[config.mk]
export PLATFORM = sky130hd
export DESIGN_NAME = fetch_stage_flat
export DESIGN_NICKNAME = d
export VERILOG_FILES = /design/src/rtl/fetch_stage_pkg.sv /design/src/rtl/fetch_stage_if.sv /design/src/rtl/fetch_stage_pc_reg.sv /design/src/rtl/fetch_stage.sv /design/src/flat_wrapper.sv
export SDC_FILE = /design/constraint.sdc
export NUM_CORES = 1
export LEC_CHECK = 0
export ABC_AREA = 0
export BUFFER_PORTS_ARGS = -buffer_cell sky130_fd_sc_hd__buf_2
export CAP_MARGIN = 0
export CELL_PAD_IN_SITES_DETAIL_PLACEMENT = 1
export CELL_PAD_IN_SITES_GLOBAL_PLACEMENT = 1
export CORE_AREA = 2 2 106 108
export CTS_BUF_LIST = sky130_fd_sc_hd__clkbuf_8
export CTS_CLUSTER_DIAMETER = 200
export DETAILED_ROUTE_END_ITERATION = 8
export DIE_AREA = 0 0 108 110
export PLACE_DENSITY = 0.89
export SYNTH_ARGS = -nofsm -noshare
export SYNTH_HDL_FRONTEND = slang
export SYNTH_SLANG_ARGS = --single-unit
[constraint.sdc]
create_clock -name clk -period 1.9 [get_ports clk]
set_clock_uncertainty 0.05 [all_clocks]
set_input_delay 0.19 -clock clk [delete_from_list [all_inputs] [get_ports clk]]
set_output_delay 0.19 -clock clk [all_outputs]
set_load 0.1 [all_outputs]
[src/rtl/fetch_stage_pkg.sv]
`default_nettype none
// +--------------------------------------------------------------------------+
// | fetch_stage_pkg : shared processor constants, IF-stage state encoding    |
// | rev 1.0                                                                  |
// +--------------------------------------------------------------------------+
package fetch_stage_pkg;

  typedef logic [15:0] word_t;

  localparam word_t FS_RESET_PC  = 16'h0000;
  localparam word_t FS_NOP_INSTR = 16'h0800;

  typedef enum logic [2:0] {
    ST_FETCH  = 3'd0,
    ST_WAIT   = 3'd1,
    ST_HOLD   = 3'd2,
    ST_DROP   = 3'd3,
    ST_HALTED = 3'd4
  } fetch_state_e;

  function automatic word_t pc_inc(input word_t pc);
    return pc + 16'd2;
  endfunction

endpackage
`default_nettype wire

[src/rtl/fetch_stage_if.sv]
`default_nettype none
// +--------------------------------------------------------------------------+
// | fetch_stage_if : control, instruction-memory and IF/ID signals of fetch  |
// | rev 1.0                                                                  |
// +--------------------------------------------------------------------------+
interface fetch_stage_if;
  import fetch_stage_pkg::*;

  logic  stall_fd;
  logic  redirect;
  word_t redirect_pc;
  logic  halt_dec;
  word_t mem_rdata;
  logic  mem_done;
  logic  mem_rd;
  word_t mem_addr;
  logic  fd_en;
  word_t instruction;
  word_t currPC;
  word_t pc_plus_2;
  logic  err;

  modport master (
    input  stall_fd, redirect, redirect_pc, halt_dec, mem_rdata, mem_done,
    output mem_rd, mem_addr, fd_en, instruction, currPC, pc_plus_2, err
  );

  modport slave (
    output stall_fd, redirect, redirect_pc, halt_dec, mem_rdata, mem_done,
    input  mem_rd, mem_addr, fd_en, instruction, currPC, pc_plus_2, err
  );

endinterface
`default_nettype wire

[src/rtl/fetch_stage_pc_reg.sv]
`default_nettype none
// +--------------------------------------------------------------------------+
// | fetch_stage_pc_reg : enabled program-counter register, async low reset   |
// | rev 1.0                                                                  |
// +--------------------------------------------------------------------------+
module fetch_stage_pc_reg #(
  parameter int               WIDTH     = 16,
  parameter logic [WIDTH-1:0] RESET_VAL = '0
) (
  input  logic             clk,
  input  logic             rst,
  input  logic             i_en,
  input  logic [WIDTH-1:0] i_d,
  output logic [WIDTH-1:0] o_q
);

  logic [WIDTH-1:0] r_q;

  always_ff @(posedge clk or negedge rst) begin
    if (!rst) begin
      r_q <= RESET_VAL;
    end else if (i_en) begin
      r_q <= i_d;
    end
  end

  assign o_q = r_q;

endmodule
`default_nettype wire

[src/rtl/fetch_stage.sv]
`default_nettype none
// +--------------------------------------------------------------------------+
// | fetch_stage : instruction fetch FSM, stall buffer and IF/ID output mux   |
// | rev 1.0                                                                  |
// +--------------------------------------------------------------------------+
module fetch_stage
  import fetch_stage_pkg::*;
#(
  parameter word_t RESET_PC  = FS_RESET_PC,
  parameter word_t NOP_INSTR = FS_NOP_INSTR
) (
  input  logic          clk,
  input  logic          rst,
  fetch_stage_if.master bus
);

  fetch_state_e r_state;
  fetch_state_e w_state_nxt;
  word_t        w_pc;
  word_t        w_pc_d;
  word_t        w_redir_pc;
  word_t        w_instr;
  word_t        w_curr_pc;
  word_t        r_buf;
  word_t        r_drop_addr;
  word_t        r_curr_pc;
  logic         w_pc_en;
  logic         w_present;
  logic         w_capture;
  logic         w_mem_rd;
  logic         w_valid;
  logic         w_redir_ok;
  logic         r_err;

  assign w_redir_pc = {bus.redirect_pc[15:1], 1'b0};
  assign w_redir_ok = bus.redirect && (r_state != ST_HALTED);

  fetch_stage_pc_reg #(
    .WIDTH    (16),
    .RESET_VAL(RESET_PC)
  ) pc_reg (
    .clk (clk),
    .rst (rst),
    .i_en(w_pc_en),
    .i_d (w_pc_d),
    .o_q (w_pc)
  );

  always_comb begin
    w_state_nxt = r_state;
    w_present   = 1'b0;
    w_capture   = 1'b0;
    w_mem_rd    = 1'b0;
    w_instr     = NOP_INSTR;
    case (r_state)
      ST_FETCH, ST_WAIT: begin
        w_mem_rd = 1'b1;
        w_instr  = bus.mem_rdata;
        if (bus.redirect) begin
          w_state_nxt = (r_state == ST_WAIT && !bus.mem_done) ? ST_DROP : ST_FETCH;
        end else begin
          w_present = bus.mem_done && !bus.stall_fd;
          w_capture = bus.mem_done && bus.stall_fd;
          if (bus.halt_dec) begin
            w_state_nxt = ST_HALTED;
          end else if (bus.mem_done) begin
            w_state_nxt = bus.stall_fd ? ST_HOLD : ST_FETCH;
          end else begin
            w_state_nxt = ST_WAIT;
          end
        end
      end
      ST_HOLD: begin
        w_instr = r_buf;
        if (bus.redirect) begin
          w_state_nxt = ST_FETCH;
        end else begin
          w_present = !bus.stall_fd;
          if (bus.halt_dec) begin
            w_state_nxt = ST_HALTED;
          end else if (!bus.stall_fd) begin
            w_state_nxt = ST_FETCH;
          end
        end
      end
      ST_DROP: begin
        // Old request must still complete; redirects here only retarget the PC.
        w_mem_rd = 1'b1;
        if (bus.halt_dec && !bus.redirect) begin
          w_state_nxt = ST_HALTED;
        end else if (bus.mem_done) begin
          w_state_nxt = ST_FETCH;
        end
      end
      ST_HALTED: begin
        w_state_nxt = ST_HALTED;
      end
      default: begin
        w_state_nxt = ST_FETCH;
      end
    endcase
  end

  assign w_pc_en = w_redir_ok || w_present;
  assign w_pc_d  = w_redir_ok ? w_redir_pc : pc_inc(w_pc);

  always_ff @(posedge clk or negedge rst) begin
    if (!rst) begin
      r_state     <= ST_FETCH;
      r_buf       <= '0;
      r_drop_addr <= RESET_PC;
      r_curr_pc   <= RESET_PC;
      r_err       <= 1'b0;
    end else begin
      r_state <= w_state_nxt;
      r_err   <= w_redir_ok && bus.redirect_pc[0];
      if (w_capture) begin
        r_buf <= bus.mem_rdata;
      end
      if (w_state_nxt == ST_DROP && r_state != ST_DROP) begin
        r_drop_addr <= w_pc;
      end
      if (w_present) begin
        r_curr_pc <= w_pc;
      end
    end
  end

  // Outputs are gated by rst so nothing leaks while the async reset is held.
  assign w_valid         = rst && w_present;
  assign w_curr_pc       = w_valid ? w_pc : r_curr_pc;
  assign bus.mem_rd      = rst && w_mem_rd;
  assign bus.mem_addr    = (r_state == ST_DROP) ? r_drop_addr : w_pc;
  assign bus.fd_en       = !bus.stall_fd;
  assign bus.instruction = w_valid ? w_instr : NOP_INSTR;
  assign bus.currPC      = w_curr_pc;
  assign bus.pc_plus_2   = pc_inc(w_curr_pc);
  assign bus.err         = r_err;

endmodule
`default_nettype wire

[src/flat_wrapper.sv]
// flat-port wrapper written by rule: the top's interface ports become plain ports
module fetch_stage_flat import fetch_stage_pkg::*;
#(
  parameter word_t RESET_PC  = FS_RESET_PC,
  parameter word_t NOP_INSTR = FS_NOP_INSTR
)
  (clk, rst, bus_stall_fd, bus_redirect, bus_redirect_pc, bus_halt_dec, bus_mem_rdata, bus_mem_done, bus_mem_rd, bus_mem_addr, bus_fd_en, bus_instruction, bus_currPC, bus_pc_plus_2, bus_err);
  fetch_stage_if bus_i ();
  input  logic clk;
  input  logic rst;
  input wire logic [$bits(bus_i.stall_fd)-1:0] bus_stall_fd;
  input wire logic [$bits(bus_i.redirect)-1:0] bus_redirect;
  input wire logic [$bits(bus_i.redirect_pc)-1:0] bus_redirect_pc;
  input wire logic [$bits(bus_i.halt_dec)-1:0] bus_halt_dec;
  input wire logic [$bits(bus_i.mem_rdata)-1:0] bus_mem_rdata;
  input wire logic [$bits(bus_i.mem_done)-1:0] bus_mem_done;
  output wire logic [$bits(bus_i.mem_rd)-1:0] bus_mem_rd;
  output wire logic [$bits(bus_i.mem_addr)-1:0] bus_mem_addr;
  output wire logic [$bits(bus_i.fd_en)-1:0] bus_fd_en;
  output wire logic [$bits(bus_i.instruction)-1:0] bus_instruction;
  output wire logic [$bits(bus_i.currPC)-1:0] bus_currPC;
  output wire logic [$bits(bus_i.pc_plus_2)-1:0] bus_pc_plus_2;
  output wire logic [$bits(bus_i.err)-1:0] bus_err;
  assign bus_i.stall_fd = bus_stall_fd;
  assign bus_i.redirect = bus_redirect;
  assign bus_i.redirect_pc = bus_redirect_pc;
  assign bus_i.halt_dec = bus_halt_dec;
  assign bus_i.mem_rdata = bus_mem_rdata;
  assign bus_i.mem_done = bus_mem_done;
  assign bus_mem_rd = bus_i.mem_rd;
  assign bus_mem_addr = bus_i.mem_addr;
  assign bus_fd_en = bus_i.fd_en;
  assign bus_instruction = bus_i.instruction;
  assign bus_currPC = bus_i.currPC;
  assign bus_pc_plus_2 = bus_i.pc_plus_2;
  assign bus_err = bus_i.err;
  fetch_stage #(.RESET_PC(RESET_PC), .NOP_INSTR(NOP_INSTR)) u_core (.clk(clk), .rst(rst), .bus(bus_i));
endmodule
; After elaboration in Yosys (flattened, before gate mapping)
; Index checks and enable logic that the tools add are counted.
[classes]
addsub = 2
eq_ne = 7
n_mux = 22
n_reduce_logical = 16
[op_table]
columns = cell, n
row1 = $mux 16, 4
row2 = $add 16x2->16 const B, 2
row3 = $pmux 16 s2, 1
row4 = $mux 3, 8
row5 = $pmux 3 s4, 1
row6 = $eq 3x2->1 const B, 3
row7 = $logic_and 1x1->1, 9
row8 = $mux 1, 5
row9 = $mux 2, 2
row10 = $eq 3x1->1 const B, 1
row11 = $eq 3x3->1 const B, 1
row12 = $logic_not 1->1, 3
row13 = $logic_not 3->1, 1
row14 = $ne 3x2->1 const B, 1
row15 = $ne 3x3->1 const B, 1
row16 = $reduce_or 3->1, 1
row17 = $pmux 1 s2, 1
row18 = $reduce_or 2->1, 1
row19 = $logic_or 1x1->1, 1
[word_totals]
reg_bits = 68
word_cells = 53

; Depth between registers and ports, before layout
; Gate-level depths: netlist (run 1).
[logic_depth]
depth_word = 7
ltp_mapped = 8
ltp_nobuf = 6

; Cells and area by module
; From an unflattened synthesis (run 1), not the netlist that was laid out.
[unflattened]
hier_cells = 416
hier_area_um2 = 4225.3
[by_module_without_submodules]
columns = module, n_inst, cells_per_inst, area_per_inst_um2, seq_area_each_um2
row1 = fetch_stage, 1, 382, 3575.9, 1301.2
row2 = fetch_stage_pc_reg, 1, 34, 649.4, 400.4

; Least setup slack after synthesis (run 1)
; OpenSTA, ideal clock, no wires.
[synth_timing]
path_type = register to output
from = reg u_core.r_state[2]
to = out bus_pc_plus_2[2]
arrival_time_ps = 3385
setup_slack_ps = -1725
stages_incl_launch_ff = 7
n_path_buf = 3
cell_sequence = dfrtp_1 buf_4 nor4b_4 nand3_2 buf_6 clkbuf_1 o21ai_0
[synth_via]
elab_chain_len = 6
word_cells_on_any_way = 8
classes_between = add/sub (1) / eq/ne (2) / mux (2) / reduce/logical (3)
[synth_lines]
columns = element, line
row1 = start: declaration, fetch_stage.sv:17  ; fetch_state_e r_state;
row2 = start signal: assignment, fetch_stage.sv:115  ; r_state <= w_state_nxt;
row3 = $eq 3x1->1 or $logic_not 3->1 (tied branches), fetch_stage.sv:55  ; case (r_state)
row4 = $reduce_or 2->1, fetch_stage.sv:55
row5 = $pmux 1 s2 (*), fetch_stage.sv:55
row6 = $logic_and 1x1->1 (*), fetch_stage.sv:130  ; assign w_valid = rst && w_present;
row7 = $mux 16 (*), fetch_stage.sv:131  ; assign w_curr_pc = w_valid ? w_pc : r_curr_pc;
row8 = $add 16x2->16 (*), fetch_stage_pkg.sv:22  ; return pc + 16'd2;
row9 = end: declaration, flat_wrapper.sv:22  ; output wire logic [$bits(bus_i.pc_plus_2)-1:0] bus_pc_plus_2;
; Every way passes the cells marked *; elsewhere a longest branch is shown, timed or not.

; Worst setup path in the final report (run 1)
[layout_timing]
from = reg u_core.pc_reg.r_q[1], in the netlist u_core.pc_reg.o_q[1]
to = out bus_pc_plus_2[13]
[layout_via]
elab_chain_len = 2
[layout_lines]
columns = element, line
row1 = start: declaration, fetch_stage_pc_reg.sv:17  ; logic [WIDTH-1:0] r_q;
row2 = start signal: assignment, fetch_stage_pc_reg.sv:23  ; r_q <= i_d;
row3 = $mux 16, fetch_stage.sv:131
row4 = $add 16x2->16, fetch_stage_pkg.sv:22
; No other way between the ends.

==> impl_metrics.json, run 1 <==
{
  "worstPathRequired_ns": 1.66,
  "clk-insertion-delay-late_ns": 0.37,
  "cpMostUsedCell": "buf_4",
  "ys_types": 42,
  "num_rows": 38,
  "vias": 4519,
  "synthArstFlopShare_pct": 100.0,
  "start_kind": "flop",
  "dr.pass1.iters": 5,
  "dieArea_um2": 11880,
  "synth_fa_ha_area_share_pct": 0.3203,
  "fmax_ghz": 0.3334,
  "postLayoutCoreUtil_pct": 67.86,
  "cts_tree": "done",
  "gp_congestion": 0.8952,
  "htree_levels": 3,
  "end_kind": "output pin",
  "yosysSeqAreaShare_pct": 41.64,
  "slowest_stage": "dfrtp_1",
  "pwr_density_cell_nw_per_um2": 2082,
  "status": "finished, violations left",
  "muxShareOfSynthArea_pct": 18.64,
  "violations": "hold timing, setup timing",
  "synth-simple-area-share_pct": 19.73,
  "synth_top_family_by_area": "simple AND/OR/NAND/NOR gates",
  "placed_area_um2": 6235,
  "synth_xor_area_share_pct": 6.502,
  "min_period_ns": 2.999,
  "slew_headroom_pct": 56.99,
  "cts-root-buf": "clkbuf_8",
  "critPathMaxFanout": 5,
  "path_cells": "nand4_1, nor2_4, mux2i_2, buf_4, nor4_4, buf_4, xor2_4, buf_12",
  "grt_pass1_wl_um": 28480,
  "drive_gt1_share_pct": 63.39,
  "hold_viol_final": 65,
  "die_h_um": 110,
  "avgViaCountPerCell": 6.165,
  "pre_cts_ws_ns": -0.7036,
  "core_area_um2": 10700,
  "hold_path_class": "in -> async",
  "avgSynthCellArea_um2": 9.413,
  "max_stage_delay_ns": 0.44,
  "critical_path_class": "reg -> out",
  "die_x_um": 108,
  "layout-area-overhead-vs-synth_pct": 85.84,
  "holdWs_ns": -0.1066,
  "wl_per_cell_um": 31.23,
  "clkTransAtPathRegs_ns": 0.09,
  "cts_buffers": 9,
  "ys.warnings.count": 0,
  "ys_ff_latch": 65,
  "synth_edf_count": 0,
  "io_pins": 105,
  "grt_pass1_vias": 4707,
  "cp-startpoint": "u_core.pc_reg.o_q[1]",
  "synth_compound_area_share_pct": 8.136,
  "cp_data_arrival_time_ns": 2.76,
  "cts_sinks": 65,
  "clockBufferDepth": 2,
  "initial_core_util_pct": 36.51,
  "antenna_found_initial": 3,
  "synthCells": 415,
  "synth_flop_cell": "dfrtp_1",
  "rsz0062_at_grt": "yes",
  "cp_top_family": "simple AND/OR/NAND/NOR gates",
  "drv_slew": 0,
  "worst_slack_ns": -1.099,
  "hpwl_um": 11590,
  "worst_slew_pin_slew_ns": 0.6451,
  "ir_worst_vdd_mv": 1.656,
  "setup_viol": 89,
  "period_share_pct": 157.9,
  "synthesis.area_um2": 3906,
  "crit-reg2reg-launch": "u_core.pc_reg.o_q[8]",
  "max-cap-violations": 0,
  "overflow": 0,
  "leakage_nw": 3.218,
  "track_usage_pct": 32.68,
  "port_buffers": 101,
  "grt_max_degree": 67,
  "routed_wl_um": 22900,
  "ant_nets": 0,
  "first_iter_violations": 466,
  "final_cell_area_um2": 7259,
  "fin_nets": 624,
  "critPathBufInv": 3,
  "remaining_drc_errors": 0
}
==> power by group <==
part / switching, W / total [W] / internal, W
sequential: 0.000613 / 0.00259 / 0.00197
clock: 0.000630 / 0.00132 / 0.000689
combinational: 0.00718 / 0.0112 / 0.00403
total: 0.00842 / 0.0151 / 0.00669
==> timing repair <==
action,in CTS,in global routing
endpoints found under the setup margin,74,76
cloned,0,3
pin swaps,10,22
buffers inserted,6,17
endpoints found under the hold margin,0,66
hold buffers,0,1
gates resized for setup,42,102
==> through the flow <==
stage | TNS, ns | total power (W) | std cells
floorplan | -11.12 | 0.008501 | 417
global placement | -7.295 | 0.01179 | 687
detailed placement | -11.25 | 0.01227 | 687
CTS | -28.09 | 0.01387 | 709
global route | -44.02 | 0.01533 | 733
finish | -40.94 | 0.01511 | 733
==> cells in the final DEF (no fill, tap or decap), types with 4 or more instances in the layout <==
cell type and n:
xnor2_1 11, buf_6 22, o21ai_0 5, clkbuf_8 15
nor2_4 22, nand2_2 16, nand4_1 6, dfrtp_1 65
nor2_2 5, o21ai_4 5, nand3_1 10, mux2i_4 4
nor2_1 8, xor2_1 7, nand2_1 60, buf_4 58
buf_12 66, nor4_4 5, buf_2 39, mux2_2 44
mux2_4 15, a21oi_2 4, a22oi_1 14
==> worst register-to-register path: cells and delay by family (launching register included) <==
family / cells / cell delay [ns]
AND/OR/NAND/NOR: 3 / 0.99
buffers and inverters: 1 / 0.26
flip-flops: 1 / 0.45
XOR/XNOR: 1 / 0.18
AO/OA/AOI/OAI: 1 / 0.15
==> per-layer routing <==
metal	vias to the layer above	wire length [um]	GRT usage, %
met1	2292	8748	36.81
met4	0	1510	19.96
li1	1765	-	-
met5	-	0	0
met2	345	10970	57.14
met3	117	1665	6.584
==> final timing paths <==
path	to	slack, ns	depth (start not counted)
min	u_core.r_drop_addr[5]	-0.11	2
min in group clk	u_core.pc_reg.o_q[5]	0.03	3
max	bus_pc_plus_2[13]	-1.10	8
min reg2reg	u_core.r_drop_addr[3]	0.48	1
max reg2reg	u_core.pc_reg.o_q[12]	-0.26	6
max in group asynchronous	u_core.r_drop_addr[11]	1.43	2
==> sequential cells by signal, indices dropped and copies added (netlist names) <==
signal and count:
u_core.bus.err 1, u_core.pc_reg.o_q 15, u_core.r_buf 16, u_core.r_curr_pc 15, u_core.r_drop_addr 15, u_core.r_state 3
==> final cells by class <==
| cell class | count | area [um^2] |
|---|---|---|
| fillers | 1056 | 3438 |
| multi-input cells | 311 | 2880 |
| repair buffers | 192 | 2332 |
| flip-flops and latches | 65 | 1627 |
| clock buffers | 15 | 206.4 |
| well taps | 140 | 175.2 |
| inverters | 6 | 26.28 |
| diodes | 3 | 7.507 |
| clock inverters | 1 | 5.005 |
==> synthesized netlist by cell type, drive strengths merged, types with 2 or more instances <==
master	count	area, um^2
nor2b	3	18.77
mux2i	6	60.06
dfrtp	65	1627
a21oi	9	45.04
xor2	13	113.9
nand2b	2	12.51
o21bai	2	15.01
xnor2	16	140.1
o211ai	2	15.01
nor3	5	25.02
nand3	14	75.07
o21ai	16	80.08
a22oi	16	120.1
mux2	59	668.1
and3	4	25.02
and4	3	26.28
nor4	5	43.79
inv	6	22.52
clkbuf	19	71.32
or4	3	22.52
buf	16	98.84
nor3b	2	15.01
nor2	35	131.4
nand4	6	37.54
nand2	76	285.3
o311ai	2	17.52
==> cells by family after synthesis <==
family                   after synthesis
AND/OR/NAND/NOR                      163
AO/OA/AOI/OAI                         50
flip-flops                            65
multiplexers                          65
adder cells (fa/ha/maj)                1
XOR/XNOR                              29
other                                  1
buffers and inverters                 41
Power figures use the tool's default switching activity.
==> run 2, diff against run 1 <==
--- a/config.mk
+++ b/config.mk
@@ -6,16 +6,16 @@
 export NUM_CORES = 1
 export LEC_CHECK = 0
 export ABC_AREA = 0
-export BUFFER_PORTS_ARGS = -buffer_cell sky130_fd_sc_hd__buf_2
 export CAP_MARGIN = 0
 export CELL_PAD_IN_SITES_DETAIL_PLACEMENT = 1
 export CELL_PAD_IN_SITES_GLOBAL_PLACEMENT = 1
-export CORE_AREA = 2 2 106 108
+export CORE_AREA = 2 2 92 94
 export CTS_BUF_LIST = sky130_fd_sc_hd__clkbuf_8
 export CTS_CLUSTER_DIAMETER = 200
 export DETAILED_ROUTE_END_ITERATION = 8
-export DIE_AREA = 0 0 108 110
-export PLACE_DENSITY = 0.89
+export DIE_AREA = 0 0 94 96
+export DONT_BUFFER_PORTS = 1
+export PLACE_DENSITY = 0.92
 export SYNTH_ARGS = -nofsm -noshare
 export SYNTH_HDL_FRONTEND = slang
 export SYNTH_SLANG_ARGS = --single-unit
==> constraint.sdc (replaced) <==
create_clock -name clk -period 2.8 [get_ports clk]
set_clock_uncertainty 0.05 [all_clocks]
set_input_delay 0.28 -clock clk [delete_from_list [all_inputs] [get_ports clk]]
set_output_delay 0.28 -clock clk [all_outputs]
set_load 0.1 [all_outputs]
==> impl_metrics.json, run 2 (synthesis results as in run 1) <==
{
  "status": "finished, violations left",
  "violations": "setup timing",
  "hold_path_class": "in -> reg",
  "fin_cells": 581,
  "cp_data_arrival_time_ns": 2.56,
  "grt_pass1_wl_um": 22920,
  "worst_slew_pin_slew_ns": 0.8915,
  "slowest_stage": "dfrtp_1",
  "layout_common_cells": "75 x nand2_1, 65 x dfrtp_1, 57 x mux2_2",
  "num_rows": 33,
  "die_x_um": 94,
  "min_period_ns": 2.894,
  "hold_viol_final": 0,
  "track_usage_pct": 34.80,
  "period_share_pct": 103.4,
  "overflow": 0,
  "dr.pass1.iters": 5,
  "clkTransAtPathRegs_ns": 0.09,
  "antenna_found_initial": 0,
  "fmax_ghz": 0.3455,
  "grt_most_used_layer": "met2",
  "first_iter_violations": 356,
  "start_kind": "flop",
  "worst_slack_ns": -0.09424,
  "ant_nets": 0,
  "fin_nets": 510,
  "antenna_cells": 0,
  "max-cap-violations": 0,
  "clk-insertion-delay-late_ns": 0.36,
  "dpl.cell_count": 553,
  "port_buffers": 0,
  "clockBufferDepth": 2,
  "worstPathRequired_ns": 2.47,
  "hpwl_um": 10010,
  "grt_max_degree": 66,
  "cts_tree": "done",
  "grt_pass1_vias": 3900,
  "io_pins": 105,
  "layout-area-overhead-vs-synth_pct": 38.98,
  "final_common_cell": "nand2_1",
  "dieArea_um2": 9024,
  "postLayoutCoreUtil_pct": 67.43,
  "initial_core_util_pct": 48.52,
  "path_cells": "nor4b_4, nand3_4, buf_4, mux2i_4, nor4_4, xor2_4, buf_12",
  "critPathMaxFanout": 6,
  "gp_congestion": 0.8325,
  "critical_path_class": "reg -> out",
  "vias": 3889,
  "avgViaCountPerCell": 6.694,
  "met3_usage_pct": 9.162,
  "fin_tns_setup_ns": -0.09636,
  "cts_buffers": 9,
  "slew_headroom_pct": 40.60,
  "use_met1_pct": 41.24,
  "rsz0062_at_grt": "yes",
  "end_kind": "output pin",
  "drive_gt1_share_pct": 40.13,
  "drv_slew": 0,
  "setup_viol": 2,
  "routed_wl_um": 17100,
  "use_met2_pct": 58.27,
  "remaining_drc_errors": 0,
  "cts-root-buf": "clkbuf_8",
  "core_area_um2": 8051,
  "cts_sinks": 65,
  "htree_levels": 3,
  "regMostFlops": "u_core.r_buf",
  "wl_per_cell_um": 29.43,
  "die_h_um": 96,
  "max_stage_delay_ns": 0.42,
  "largest_register_ffs": 16
}
-- run 2: changes by cell type in the layout (fill, tap and decap cells not counted), sizes merged --
cell         previous run  this run
buf                   189        71
clkbuf                 17        10
dlygate4sd3             1         6
diode                   3         0
clkinv                  1         3
clkinvlp                1         3
inv                     5         7
-- run 2: metal layers --
layer | vias to the layer above | part of all wire (%)
met2 | 317 | 48
met4 | 0 | 6.9
met5 | - | 0
met3 | 102 | 9.0
met1 | 1924 | 36
li1 | 1546 | -
-- run 2: path summary, 6_finish.rpt --
kind	start	endpoint	slack, ns	cells after the start
min in group asynchronous	rst	u_core.r_buf[6]	0.41	2
max reg2reg	u_core.r_state[2]	u_core.pc_reg.o_q[11]	0.20	6
min reg2reg	u_core.r_drop_addr[1]	u_core.r_drop_addr[1]	0.46	1
max in group asynchronous	rst	u_core.pc_reg.o_q[5]	1.97	2
min	bus_mem_rdata[4]	u_core.r_buf[4]	0.006	1
max	u_core.r_state[2]	bus_pc_plus_2[13]	-0.09	7
-- run 2: area by class of cell --
class / count / area, um^2
timing repair buffer: 78 / 1142
tap: 105 / 131.4
clock buffer: 9 / 123.9
multi-input combinational: 311 / 2333
inverter: 6 / 22.52
sequential: 65 / 1627
clock inverter: 7 / 48.80
fill: 831 / 2623
-- run 2: stage by stage --
| step | worst slack (ns) | hold slack [ns] | cell area, um^2 |
|---|---|---|---|
| 2_1_floorplan | -0.4103 | -0.06559 | 4005 |
| 3_3_place_gp | 0.3469 | -0.06372 | 5020 |
| 3_5_place_dp | 0.2189 | -0.06425 | 5020 |
| 4_1_cts | -0.01422 | 0.009559 | 5265 |
| 5_1_grt | -0.1456 | 0.005337 | 5429 |
| 6_report | -0.09424 | 0.005996 | 5429 |
-- run 2: repair_timing --
action                                 CTS  global route
setup endpoints to repair                7            18
buffers inserted                         0             5
resized for setup                        4            17
hold buffers                             3             4
pin swaps                                0             4
endpoints found under the hold margin   66             4
-- run 2: critical path, delay by kind of cell (launching register included) --
family	cells	cell delay (ns)
DFF	1	0.42
buffers and inverters	2	0.40
muxes	1	0.22
xor gates and xnor gates	1	0.22
and+or+nand+nor	3	0.95
Power of run 2 is not shown: default switching activity piles up to over one toggle a cycle in this logic, so the estimate is an artifact.
